**config.mk**
```make
export PLATFORM = sky130hd
export DESIGN_NAME = lpddr2_arbiter
export DESIGN_NICKNAME = d
export VERILOG_FILES = /design/src/rtl/lpddr2_arbiter.sv
export SDC_FILE = /design/constraint.sdc
export NUM_CORES = 1
export LEC_CHECK = 0
export ABC_AREA = 1
export ABC_CLOCK_PERIOD_IN_PS = 2150
export BUFFER_PORTS_ARGS = -buffer_cell sky130_fd_sc_hd__clkbuf_2
export CAP_MARGIN = 5
export CORE_MARGIN = 5
export CORE_UTILIZATION = 48
export DETAILED_ROUTE_END_ITERATION = 8
export PLACE_DENSITY = 0.9
export SKIP_CTS_REPAIR_TIMING = 1
export SYNTH_ARGS = -nofsm -noshare
export SYNTH_HDL_FRONTEND = slang
export SYNTH_SLANG_ARGS = --single-unit
```
**constraint.sdc**
```tcl
create_clock -name iCLK -period 2.15 [get_ports iCLK]
set_input_delay 0.215 -clock iCLK [delete_from_list [all_inputs] [get_ports iCLK]]
set_output_delay 0.215 -clock iCLK [all_outputs]
set_load 0.03 [all_outputs]
```
**src/rtl/lpddr2_arbiter.sv**
```systemverilog
`timescale 1ns/1ps
// lpddr2_arbiter: two-port (CPU / disk DMA) round-robin arbiter that
// serialises single-word read/write transactions onto the LPDDR2 wrapper.
// Each transaction walks IDLE -> ISSUE -> WAIT -> RESP. A 16-bit watchdog
// in WAIT aborts a transaction that never sees m_done.
module lpddr2_arbiter #(
    parameter int ADDR_W  = 32,
    parameter int DATA_W  = 32,
    parameter int TIMEOUT = 1024
) (
    input  logic              iCLK,
    input  logic              iRST_n,
    input  logic              p0_rreq,
    input  logic              p0_wreq,
    input  logic [ADDR_W-1:0] p0_addr,
    input  logic [DATA_W-1:0] p0_wdata,
    output logic              p0_ack,
    output logic              p0_err,
    input  logic              p1_rreq,
    input  logic              p1_wreq,
    input  logic [ADDR_W-1:0] p1_addr,
    input  logic [DATA_W-1:0] p1_wdata,
    output logic              p1_ack,
    output logic              p1_err,
    output logic [DATA_W-1:0] rdata,
    output logic              m_rreq,
    output logic              m_wreq,
    output logic [ADDR_W-1:0] m_addr,
    output logic [DATA_W-1:0] m_wdata,
    input  logic              m_done,
    input  logic [DATA_W-1:0] m_rdata,
    output logic              busy,
    output logic              grant
);

    typedef enum logic [1:0] {
        IDLE  = 2'd0,
        ISSUE = 2'd1,
        WAIT  = 2'd2,
        RESP  = 2'd3
    } state_t;

    localparam logic [15:0] TIMER_LAST = 16'(TIMEOUT - 1);

    state_t            state_reg, state_next;
    logic [15:0]       timer_reg, timer_next;
    logic              last_grant_reg, last_grant_next;
    logic              grant_reg, grant_next;
    logic              err_reg, err_next;
    logic              op_wr_reg, op_wr_next;
    logic              just_resp_reg;
    logic [ADDR_W-1:0] m_addr_reg, m_addr_next;
    logic [DATA_W-1:0] m_wdata_reg, m_wdata_next;
    logic [DATA_W-1:0] rdata_reg, rdata_next;

    logic [1:0]        req_rd, req_wr, req_any, eligible, ack_vec, err_vec;
    logic [ADDR_W-1:0] req_addr  [2];
    logic [DATA_W-1:0] req_wdata [2];
    logic              winner;

    assign req_rd       = {p1_rreq, p0_rreq};
    assign req_wr       = {p1_wreq, p0_wreq};
    assign req_addr[0]  = p0_addr;
    assign req_addr[1]  = p1_addr;
    assign req_wdata[0] = p0_wdata;
    assign req_wdata[1] = p1_wdata;

    // A port that was just acknowledged is masked for one IDLE evaluation so
    // a request line that has not yet dropped is not served twice.
    genvar gi;
    generate
        for (gi = 0; gi < 2; gi++) begin : g_port
            assign req_any[gi]  = req_rd[gi] | req_wr[gi];
            assign eligible[gi] = req_any[gi] & ~(just_resp_reg & (last_grant_reg == 1'(gi)));
            assign ack_vec[gi]  = (state_reg == RESP) & (grant_reg == 1'(gi));
            assign err_vec[gi]  = ack_vec[gi] & err_reg;
        end
    endgenerate

    // Both eligible: the port that did not go last wins; otherwise the lone requester.
    assign winner = (eligible == 2'b11) ? ~last_grant_reg : eligible[1];

    // State and datapath registers; reset aborts any transaction in flight.
    always_ff @(posedge iCLK or negedge iRST_n) begin
        if (!iRST_n) begin
            state_reg      <= IDLE;
            timer_reg      <= '0;
            last_grant_reg <= 1'b1;
            grant_reg      <= 1'b0;
            err_reg        <= 1'b0;
            op_wr_reg      <= 1'b0;
            just_resp_reg  <= 1'b0;
            m_addr_reg     <= '0;
            m_wdata_reg    <= '0;
            rdata_reg      <= '0;
        end else begin
            state_reg      <= state_next;
            timer_reg      <= timer_next;
            last_grant_reg <= last_grant_next;
            grant_reg      <= grant_next;
            err_reg        <= err_next;
            op_wr_reg      <= op_wr_next;
            just_resp_reg  <= (state_reg == RESP);
            m_addr_reg     <= m_addr_next;
            m_wdata_reg    <= m_wdata_next;
            rdata_reg      <= rdata_next;
        end
    end

    // Next-state logic and the one-cycle memory request strobes.
    always_comb begin
        state_next      = state_reg;
        timer_next      = timer_reg;
        last_grant_next = last_grant_reg;
        grant_next      = grant_reg;
        err_next        = err_reg;
        op_wr_next      = op_wr_reg;
        m_addr_next     = m_addr_reg;
        m_wdata_next    = m_wdata_reg;
        rdata_next      = rdata_reg;
        m_rreq          = 1'b0;
        m_wreq          = 1'b0;
        case (state_reg)
            IDLE: begin
                if (|eligible) begin
                    grant_next   = winner;
                    m_addr_next  = req_addr[winner];
                    m_wdata_next = req_wdata[winner];
                    op_wr_next   = req_wr[winner];
                    state_next   = ISSUE;
                end
            end
            ISSUE: begin
                m_rreq     = ~op_wr_reg;
                m_wreq     = op_wr_reg;
                timer_next = '0;
                state_next = WAIT;
            end
            WAIT: begin
                if (m_done) begin
                    if (!op_wr_reg) begin
                        rdata_next = m_rdata;
                    end
                    err_next   = 1'b0;
                    state_next = RESP;
                end else if (timer_reg == TIMER_LAST) begin
                    err_next   = 1'b1;
                    state_next = RESP;
                end else begin
                    timer_next = timer_reg + 16'd1;
                end
            end
            RESP: begin
                last_grant_next = grant_reg;
                state_next      = IDLE;
            end
            default: state_next = IDLE;
        endcase
    end

    assign p0_ack  = ack_vec[0];
    assign p1_ack  = ack_vec[1];
    assign p0_err  = err_vec[0];
    assign p1_err  = err_vec[1];
    assign rdata   = rdata_reg;
    assign m_addr  = m_addr_reg;
    assign m_wdata = m_wdata_reg;
    assign busy    = (state_reg != IDLE);
    assign grant   = grant_reg;

endmodule

```
==> run_results.csv <==
group,metric,value,unit
critical_path,worst_setup_path_start,"state_reg[0]",
run_status,run_status,"completed",
timing,totalNegativeSetupSlack,0,ns
clock_tree,num_cts_buffers,17,
finish,antenna-diode-count,0,
pwr,total_leakage_power,0.00448,uW
clock_tree,max-clock-path-buffers,2,
synthesis,synth_sequential_area_ratio,49.7,%
global_route,grt_antenna_before_repair,0,
critical_path,path_class,"register to register",
global_route,grt_start_max_net_pins,120,
synthesis,postSynthCellCount,758,
finish,final_nets,1193,
pwr,power.ir.vdd_worst,0.000675,V
synthesis,synth-edff-count,0,
floorplanning,die_x,122,um
global_route,grt_overflow,0,
critical_path,cp.arrival,2.17,ns
timing,layout_min_cycle_time,1.88,ns
synthesis,synth_cell_type_count,31,
critical_path,crit_family,"flip-flops",
clock_tree,root_buffer,"clkbuf_16",
timing,worst-slew-pin-transition,0.705,ns
placement,dp_cells,1168,
clock_tree,cts_tree,"yes",
synthesis,synthFlopType,"dfrtp_1",
pwr,power.density,1630,nW/um^2
routing,antenna_left,0,
critical_path,worst_setup_path_start_kind,"register",
timing,fmax,531,MHz
critical_path,max_stage_delay,0.43,ns
routing,drt-vias-per-instance,4.72,
global_route,first_global_vias,5400,
timing,slew-limit-headroom,53.0,%
critical_path,worst_path_most_repeated_cell,"inv_1",
critical_path,crit_path_end_kind,"register",
timing,final_max_slew_viol_count,0,
clock_tree,clkSlewWorstSetupHoldPaths,0.05,ns
timing,finalClockSkew,0.00950,ns
timing,rsz0062_at_grt,"no",
routing,dr.first_iter.drc_count,346,
floorplanning,floorplan.initialDensity,49.5,%
worst_hold_path,min_path_type,"primary input to register",
critical_path,required,2.43,ns
floorplanning,core_area,12100,um^2
clock_tree,worst_skew_pair.late_latency,0.41,ns
synthesis,avgSynthCellArea,7.91,um^2
routing,wl_per_cell,13.9,um
routing,drt_pre_antenna_iters,5,
worst_hold_path,worstHoldStart,"m_rdata[14]",
synthesis,postSynthRegisterBits,119,
global_route,grt_first_pass_wirelength,25800,um
placement,dp_hpwl,12400,um
critical_path,regToRegStartpoint,"state_reg[0]",
finish,synthesis_to_layout_area_growth,34.2,%
routing,wirelength,16700,um
floorplanning,fp.dieArea,14800,um^2
floorplanning,io_pins,271,
critical_path,crit_path_cell_trace,"inv_1, ha_1, nand2_1, inv_1, nand2_2, buf_12, mux2_2",
finish,final_core_utilization,66.4,%
routing,route.vias.total,5664,
clock_tree,clock-sinks,119,
timing,timing.final.crit_share,87.7,%
finish,final_cell_count_no_fill,1200,
timing,hold_viol,0,
clock_tree,cts.htree.levels,4,
synthesis,ys_async_sr_fraction,100,%
floorplanning,num_rows,40,
timing,setup_viol,0,
placement,globalplace.congestion,0.877,
synthesis,syn-num-nets,931,
critical_path,critical_path.n_buffers_inverters,3,
routing,remaining_drc_errors,0,
critical_path,critical_path_fanout_max,24,
synthesis,synth.cell_area,5990,um^2
finish,share_of_layout_cells_above_drive_strength_1,34.3,%
synthesis,synth-warning-count,0,
placement,io_buffers,270,
global_route,gr-usage-all-layers,21.9,%
critical_path,slowest_stage_cell_crit_path,"dfrtp_1",
floorplanning,die_h,122,um
job,timing.max_cap.violations,0,
## path summary, 6_finish.rpt
check                           endpoint  cells past startpoint  slack (ns)
setup / recovery                rdata[2]                      7        0.27
hold / removal                 rdata[14]                      2        0.04
setup reg to reg                rdata[2]                      7        0.27
hold reg to reg               m_addr[26]                      2        0.49
max in group asynchronous        err_reg                      3        1.19
min in group asynchronous  timer_reg[12]                      3        0.36
## cell usage in the layout (no fill, tap or decap), types with 4 or more instances in the layout
cell type  netlist  routed
nand2_1        256     256
inv_2            4       4
clkbuf_16        0      17
o21ai_0         18      18
buf_12           0       5
clkbuf_2         0     269
nor2_1          83      83
mux2_2          32      32
inv_1           93      93
nand3_1         20      20
clkinv_2         0       5
ha_1             6       6
dfrtp_1        118     118
o21ai_1         69      69
## per-stage QoR
stage / setup WS, ns / total power [uW] / hold slack (ns) / area (um^2)
after global routing: 0.155 / 13900 / 0.0333 / 8040
after detailed placement: 0.292 / 10400 / 0.360 / 7460
final: 0.265 / 13100 / 0.0378 / 8040
after floorplan: 0.456 / 8510 / -0.0806 / 5990
after CTS: 0.239 / 13200 / -0.0788 / 8030
after global placement: 0.356 / 10200 / 0.358 / 7460
## metal layers
metal | track usage (%) | part of all wire [%] | vias up
li1 | - | - | 2853
met3 | 6.64 | 8.3 | 22
met5 | 0 | 0 | -
met1 | 25.3 | 39 | 2559
met4 | 6.72 | 1.6 | 0
met2 | 39.1 | 51 | 230
## Yosys cell counts, types with 2 or more instances
| library cell | instances | share of area, % |
|---|---|---|
| o21bai_1 | 2 | 0.25 |
| xnor2_1 | 2 | 0.29 |
| a21oi_1 | 3 | 0.25 |
| buf_4 | 12 | 1.5 |
| nor3_1 | 2 | 0.17 |
| clkbuf_1 | 2 | 0.13 |
| o21ai_0 | 18 | 1.5 |
| inv_2 | 4 | 0.25 |
| inv_1 | 93 | 5.8 |
| nand2_1 | 256 | 16 |
| ha_1 | 6 | 1.3 |
| buf_2 | 14 | 1.2 |
| nand3_1 | 20 | 1.7 |
| buf_6 | 4 | 0.75 |
| o21ai_1 | 69 | 5.8 |
| nand2_2 | 3 | 0.31 |
| mux2_2 | 32 | 6.0 |
| dfrtp_1 | 118 | 49 |
| nor2_2 | 2 | 0.21 |
| buf_1 | 3 | 0.19 |
| nor2_1 | 83 | 5.2 |
## worst register-to-register path: stages (launching register included)
cell	delay, ns
dfrtp_1	0.43
inv_1	0.12
ha_1	0.23
nand2_1	0.12
inv_1	0.08
nand2_2	0.20
buf_12	0.22
mux2_2	0.37
## where the power goes
part | internal [uW] | total (uW) | switching (uW)
combinational | 1980 | 6450 | 4470
sequential | 3270 | 3900 | 624
clock | 1780 | 2750 | 974
total | 7030 | 13100 | 6070
## area by class of cell
| cell class | instances | area (um^2) |
|---|---|---|
| fillers | 1017 | 4070 |
| flip-flops and latches | 119 | 2980 |
| multi-input cells | 507 | 2440 |
| repair buffers | 278 | 1480 |
| clock buffers | 22 | 474 |
| inverters | 97 | 364 |
| well taps | 168 | 210 |
| clock inverters | 9 | 100 |
## cell families (layout without fill, tap and decap cells)
kind of cell             after synthesis  count (layout)  synth area share, %
AO/OA/AOI/OAI                         95              95                 8.35
XOR/XNOR                               2               2                0.292
AND/OR/NAND/NOR                      372             372                 24.6
buffers and inverters                132             406                 9.81
multiplexers                          32              32                 6.01
adder cells (fa/ha/maj)                6               6                 1.25
flip-flops                           119             119                 49.7
No activity file was read; power rests on OpenSTA's default activity.
